===== src/rtl/sub_pkg.sv =====
// Shared types and width bounds for the bit-serial subtractor.
package sub_pkg;

    typedef enum logic {
        IDLE = 1'b0,
        RUN  = 1'b1
    } state_e;

    localparam int MIN_WIDTH = 2;
    localparam int MAX_WIDTH = 64;

endpackage


===== src/rtl/full_sub.sv =====
// Single-bit full subtractor cell: d = x - y - bin, with borrow-out.
module full_sub (
    input  logic x_i,
    input  logic y_i,
    input  logic bin_i,
    output logic d_o,
    output logic bout_o
);

    assign d_o    = x_i ^ y_i ^ bin_i;
    assign bout_o = (~x_i & y_i) | (~(x_i ^ y_i) & bin_i);

endmodule


===== src/rtl/serial_sub.sv =====
// Bit-serial A - B - bin, LSB first, one bit per clock through a single full_sub cell.
// Results are loaded only on the MSB edge, so the outputs never show partial values.
module serial_sub
    import sub_pkg::*;
#(
    parameter  int WIDTH = 8,
    localparam int CNT_W = $clog2(WIDTH)
) (
    input  logic             clk,
    input  logic             rst_n,
    input  logic             start,
    input  logic [WIDTH-1:0] a,
    input  logic [WIDTH-1:0] b,
    input  logic             bin,
    output logic             busy,
    output logic             done,
    output logic [WIDTH-1:0] diff,
    output logic             bout,
    output logic             ovf
);

    if (WIDTH < MIN_WIDTH || WIDTH > MAX_WIDTH) begin : g_width_check
        $error("serial_sub: WIDTH=%0d outside legal range %0d..%0d", WIDTH, MIN_WIDTH, MAX_WIDTH);
    end

    localparam logic [CNT_W-1:0] CNT_LAST = CNT_W'(WIDTH - 1);

    state_e           state_q;
    logic [WIDTH-1:0] a_sr_q;
    logic [WIDTH-1:0] b_sr_q;
    logic [WIDTH-1:0] d_sr_q;
    logic [WIDTH-1:0] d_sr_d;
    logic [WIDTH-1:0] diff_q;
    logic [CNT_W-1:0] cnt_q;
    logic             borrow_q;
    logic             bout_q;
    logic             ovf_q;
    logic             done_q;
    logic             cell_d;
    logic             cell_bo;

    full_sub u_cell (
        .x_i    (a_sr_q[0]),
        .y_i    (b_sr_q[0]),
        .bin_i  (borrow_q),
        .d_o    (cell_d),
        .bout_o (cell_bo)
    );

    // Each new difference bit enters at the MSB, so after WIDTH shifts bit 0 holds the LSB.
    assign d_sr_d = {cell_d, d_sr_q[WIDTH-1:1]};

    always_ff @(posedge clk or negedge rst_n) begin
        if (!rst_n) begin
            state_q  <= IDLE;
            a_sr_q   <= '0;
            b_sr_q   <= '0;
            d_sr_q   <= '0;
            diff_q   <= '0;
            cnt_q    <= '0;
            borrow_q <= 1'b0;
            bout_q   <= 1'b0;
            ovf_q    <= 1'b0;
            done_q   <= 1'b0;
        end else begin
            done_q <= 1'b0;
            case (state_q)
                IDLE: begin
                    if (start) begin
                        a_sr_q   <= a;
                        b_sr_q   <= b;
                        borrow_q <= bin;
                        cnt_q    <= '0;
                        state_q  <= RUN;
                    end
                end
                RUN: begin
                    a_sr_q   <= a_sr_q >> 1;
                    b_sr_q   <= b_sr_q >> 1;
                    d_sr_q   <= d_sr_d;
                    borrow_q <= cell_bo;
                    cnt_q    <= cnt_q + 1'b1;
                    if (cnt_q == CNT_LAST) begin
                        // borrow_q still holds the borrow into the MSB here.
                        diff_q  <= d_sr_d;
                        bout_q  <= cell_bo;
                        ovf_q   <= borrow_q ^ cell_bo;
                        done_q  <= 1'b1;
                        state_q <= IDLE;
                    end
                end
                default: state_q <= IDLE;
            endcase
        end
    end

    assign busy = (state_q == RUN);
    assign done = done_q;
    assign diff = diff_q;
    assign bout = bout_q;
    assign ovf  = ovf_q;

endmodule

===== config.mk =====
export PLATFORM = sky130hd
export DESIGN_NAME = serial_sub
export DESIGN_NICKNAME = d
export VERILOG_FILES = /design/src/rtl/sub_pkg.sv /design/src/rtl/full_sub.sv /design/src/rtl/serial_sub.sv
export SDC_FILE = /design/constraint.sdc
export NUM_CORES = 1
export LEC_CHECK = 0
export ABC_CLOCK_PERIOD_IN_PS = 1800
export BUFFER_PORTS_ARGS = -buffer_cell sky130_fd_sc_hd__buf_2
export CORE_ASPECT_RATIO = 2
export CORE_MARGIN = 10
export CORE_UTILIZATION = 25
export DETAILED_ROUTE_END_ITERATION = 6
export GPL_TIMING_DRIVEN = 0
export PLACE_DENSITY = 0.42
export SYNTH_ARGS = -nofsm -noshare
export SYNTH_HDL_FRONTEND = slang
export SYNTH_SLANG_ARGS = --single-unit

===== constraint.sdc =====
create_clock -name clk -period 1.8 [get_ports clk]
set_input_delay 0.09 -clock clk [delete_from_list [all_inputs] [get_ports clk]]
set_output_delay 0.09 -clock clk [all_outputs]
set_load 0.01 [all_outputs]

==> results.cfg <==
[critical_path]
crit_path_top_delay_cell = dfrtp_1
end_kind = flip-flop
crit_chain = ha_1 > ha_1 > nand2_4 > buf_6 > mux2_4
cp-start-kind = flip-flop
path_max_fanout = 10
cpMostUsedCell = ha_1
critPathTopFamily = adder cells
critical_path_class = reg -> reg
cpPeakStageDelay_ps = 400
reg2reg_setup_slack_ps = 290
worst-path-buf-inv = 1
cp.arrival_ps = 1670
required_ps = 1960

[global_routing]
antenna_found_initial = 0
use_met3 = 0.0355
grtUsageMet1 = 0.0740
grtUsageTotal = 0.0706
top_usage_layer = met2
grt_pass1_vias = 1206
grt-ovfl-total = 0
grt_max_degree = 40
use_met2 = 0.115
grt_pass1_wl_um = 6020

[drt]
dr.pass1.iters = 4
ant_nets = 0
vias = 1050
drt-total-wl_um = 3430
drt_iter0_drc = 39
vias_per_cell = 4.13
wl_per_cell_um = 13.5
route.detailed.drc = 0

[power]
total_power_mw = 3.70
power_density_mw_per_mm2 = 1740
vdd_drop_max_mv = 0.676
p_leak_nw = 1.06

[placed_design]
io_buffers = 30
pre_cts_slack_ps = 285
place_hpwl_um = 2530
dp_cells = 245
routabilityCongestion = 0.730
place_area_mm2 = 0.00196

[clock_tree]
cts.sinks = 39
clkLatencyLatePin_ps = 270
root_buffer = clkbuf_16
clk_pin_slew_worst_paths_ps = 60
postCtsSetupBuffers = 0
cts_buffers = 5
tritoncts = yes
clock_path_buffers = 2
cts_resized = 0
h-tree-depth = 2
ctsHoldBuffers = 1

[die]
dieWidth_um = 78.4
coreArea_mm2 = 0.00662
dieArea_mm2 = 0.0107
die_h_um = 137
num_rows = 42
start_util = 0.257
num_io_pins = 32

[timing]
max_freq_ghz = 0.661
fin_crit_sh = 0.840
post-route-min-period_ps = 1510
fin_worst_skew_ps = 4.07
finalMaxSlewViolations = 0
hold_slack_ps = 59.1
hold_viol_final = 0
relSlewSlack = 0.423
fin_ws_ps = 288
tightest_slew_ps = 866
grt_setup_unrepaired = no
setup_viol = 0
tns_ps = 0

[finish]
final.fill_count = 695
post-route-util = 0.322
final_area_mm2 = 0.00213
drive_gt1_frac = 0.367
nNetsFinal = 188
num_antenna_cells = 0
fin_cells = 254
syn_to_final_growth_pct = 25.1

[run]
maxCapViolCount = 0

[synthesis]
ys_seq_area_frac = 0.573
synthesis.instances = 127
synth.distinct_cells = 20
syn_avg_cell_area_um2 = 13.4
synth_top_cell_area_share = 0.573
yosysWarnings = 0
syn-num-nets = 150
post-synth-top-area-cell = dfrtp_1
synth.area.top_cells = dfrtp_1, mux2i_1, mux2_4
ys_seq_elements = 39
synth_area_mm2 = 0.00170

[status]
status = completed

[worst_hold_path]
hold_path.class = in -> reg
-- placed cells by master, fill, tap and decap left out, types with 2 or more instances in the layout --
master	count
dfrtp_1	39
buf_2	32
mux2i_1	20
nand2_1	14
o21ai_0	11
mux2_4	8
mux2_2	8
clkbuf_16	5
buf_6	4
inv_1	4
nor2_1	3
o21ai_1	3
a22o_1	2
clkbuf_1	2
ha_1	2
clkbuf_8	2
-- worst min-delay path: cells and delay by family --
kind | cells | cell delay, ps
buffers and inverters | 1 | 70
muxes | 1 | 50
and+or+nand+nor | 1 | 70
-- cell usage after synthesis (all sizes together) --
cell / count
mux2i: 20
ha: 2
fa: 1
buf: 7
xnor2: 1
nand2: 15
clkbuf: 1
nor2: 3
a21oi: 1
dfrtp: 39
nand2b: 1
inv: 4
mux2: 16
a22o: 2
o21ai: 14
-- path summary, 6_finish.rpt --
path                                          to  cells past startpoint                  start
setup / recovery             diff[5]$_DFFE_PN0P_                      5   cnt_q[0]$_DFFE_PN0P_
hold / removal             b_sr_q[7]$_DFFE_PN0P_                      3                   b[7]
setup reg to reg             diff[5]$_DFFE_PN0P_                      5   cnt_q[0]$_DFFE_PN0P_
hold reg to reg            a_sr_q[6]$_DFFE_PN0P_                      2  a_sr_q[7]$_DFFE_PN0P_
max in group asynchronous  d_sr_q[2]$_DFFE_PN0P_                      2                  rst_n
min in group asynchronous         done$_DFF_PN0_                      2                  rst_n
-- where the power goes --
group / internal [mW] / switching, mW
sequential: 1.27 / 0.222
combinational: 0.717 / 0.588
clock: 0.589 / 0.314
-- area by class of cell --
class                           count  area, µm²  area share
Sequential cell                    39        976       0.458
Multi-Input combinational cell     76        638       0.300
Timing Repair Buffer               31        160      0.0752
Clock buffer                        8        156      0.0734
Tap cell                           88        110      0.0517
Buffer                              8       73.8      0.0347
Inverter                            4       15.0     0.00705
-- sequential cells by signal (all words and copies together), names as in the netlist --
signal and count:
a_sr_q 8, diff 8, d_sr_q 7, ovf 1, cnt_q 3, borrow_q 1, done 1, bout 1
busy 1, b_sr_q 8
-- logic make-up (layout without fill, tap and decap cells) --
group,Yosys count,after routing,share of synthesized area
multiplexers,36,36,0.241
flip-flops,39,39,0.573
XOR/XNOR,1,1,0.00514
AND/OR/NAND/NOR,19,19,0.0478
AO/OA/AOI/OAI,17,17,0.0544
adder cells (fa/ha/maj),3,3,0.0264
buffers and inverters,12,51,0.0522
-- metal layers --
layer | wire length [µm] | vias to the layer above
met5 | 0 | -
met1 | 1370 | 507
met3 | 307 | 4
met4 | 53 | 0
li1 | - | 506
met2 | 1710 | 33
Power figures use the tool's default switching activity.
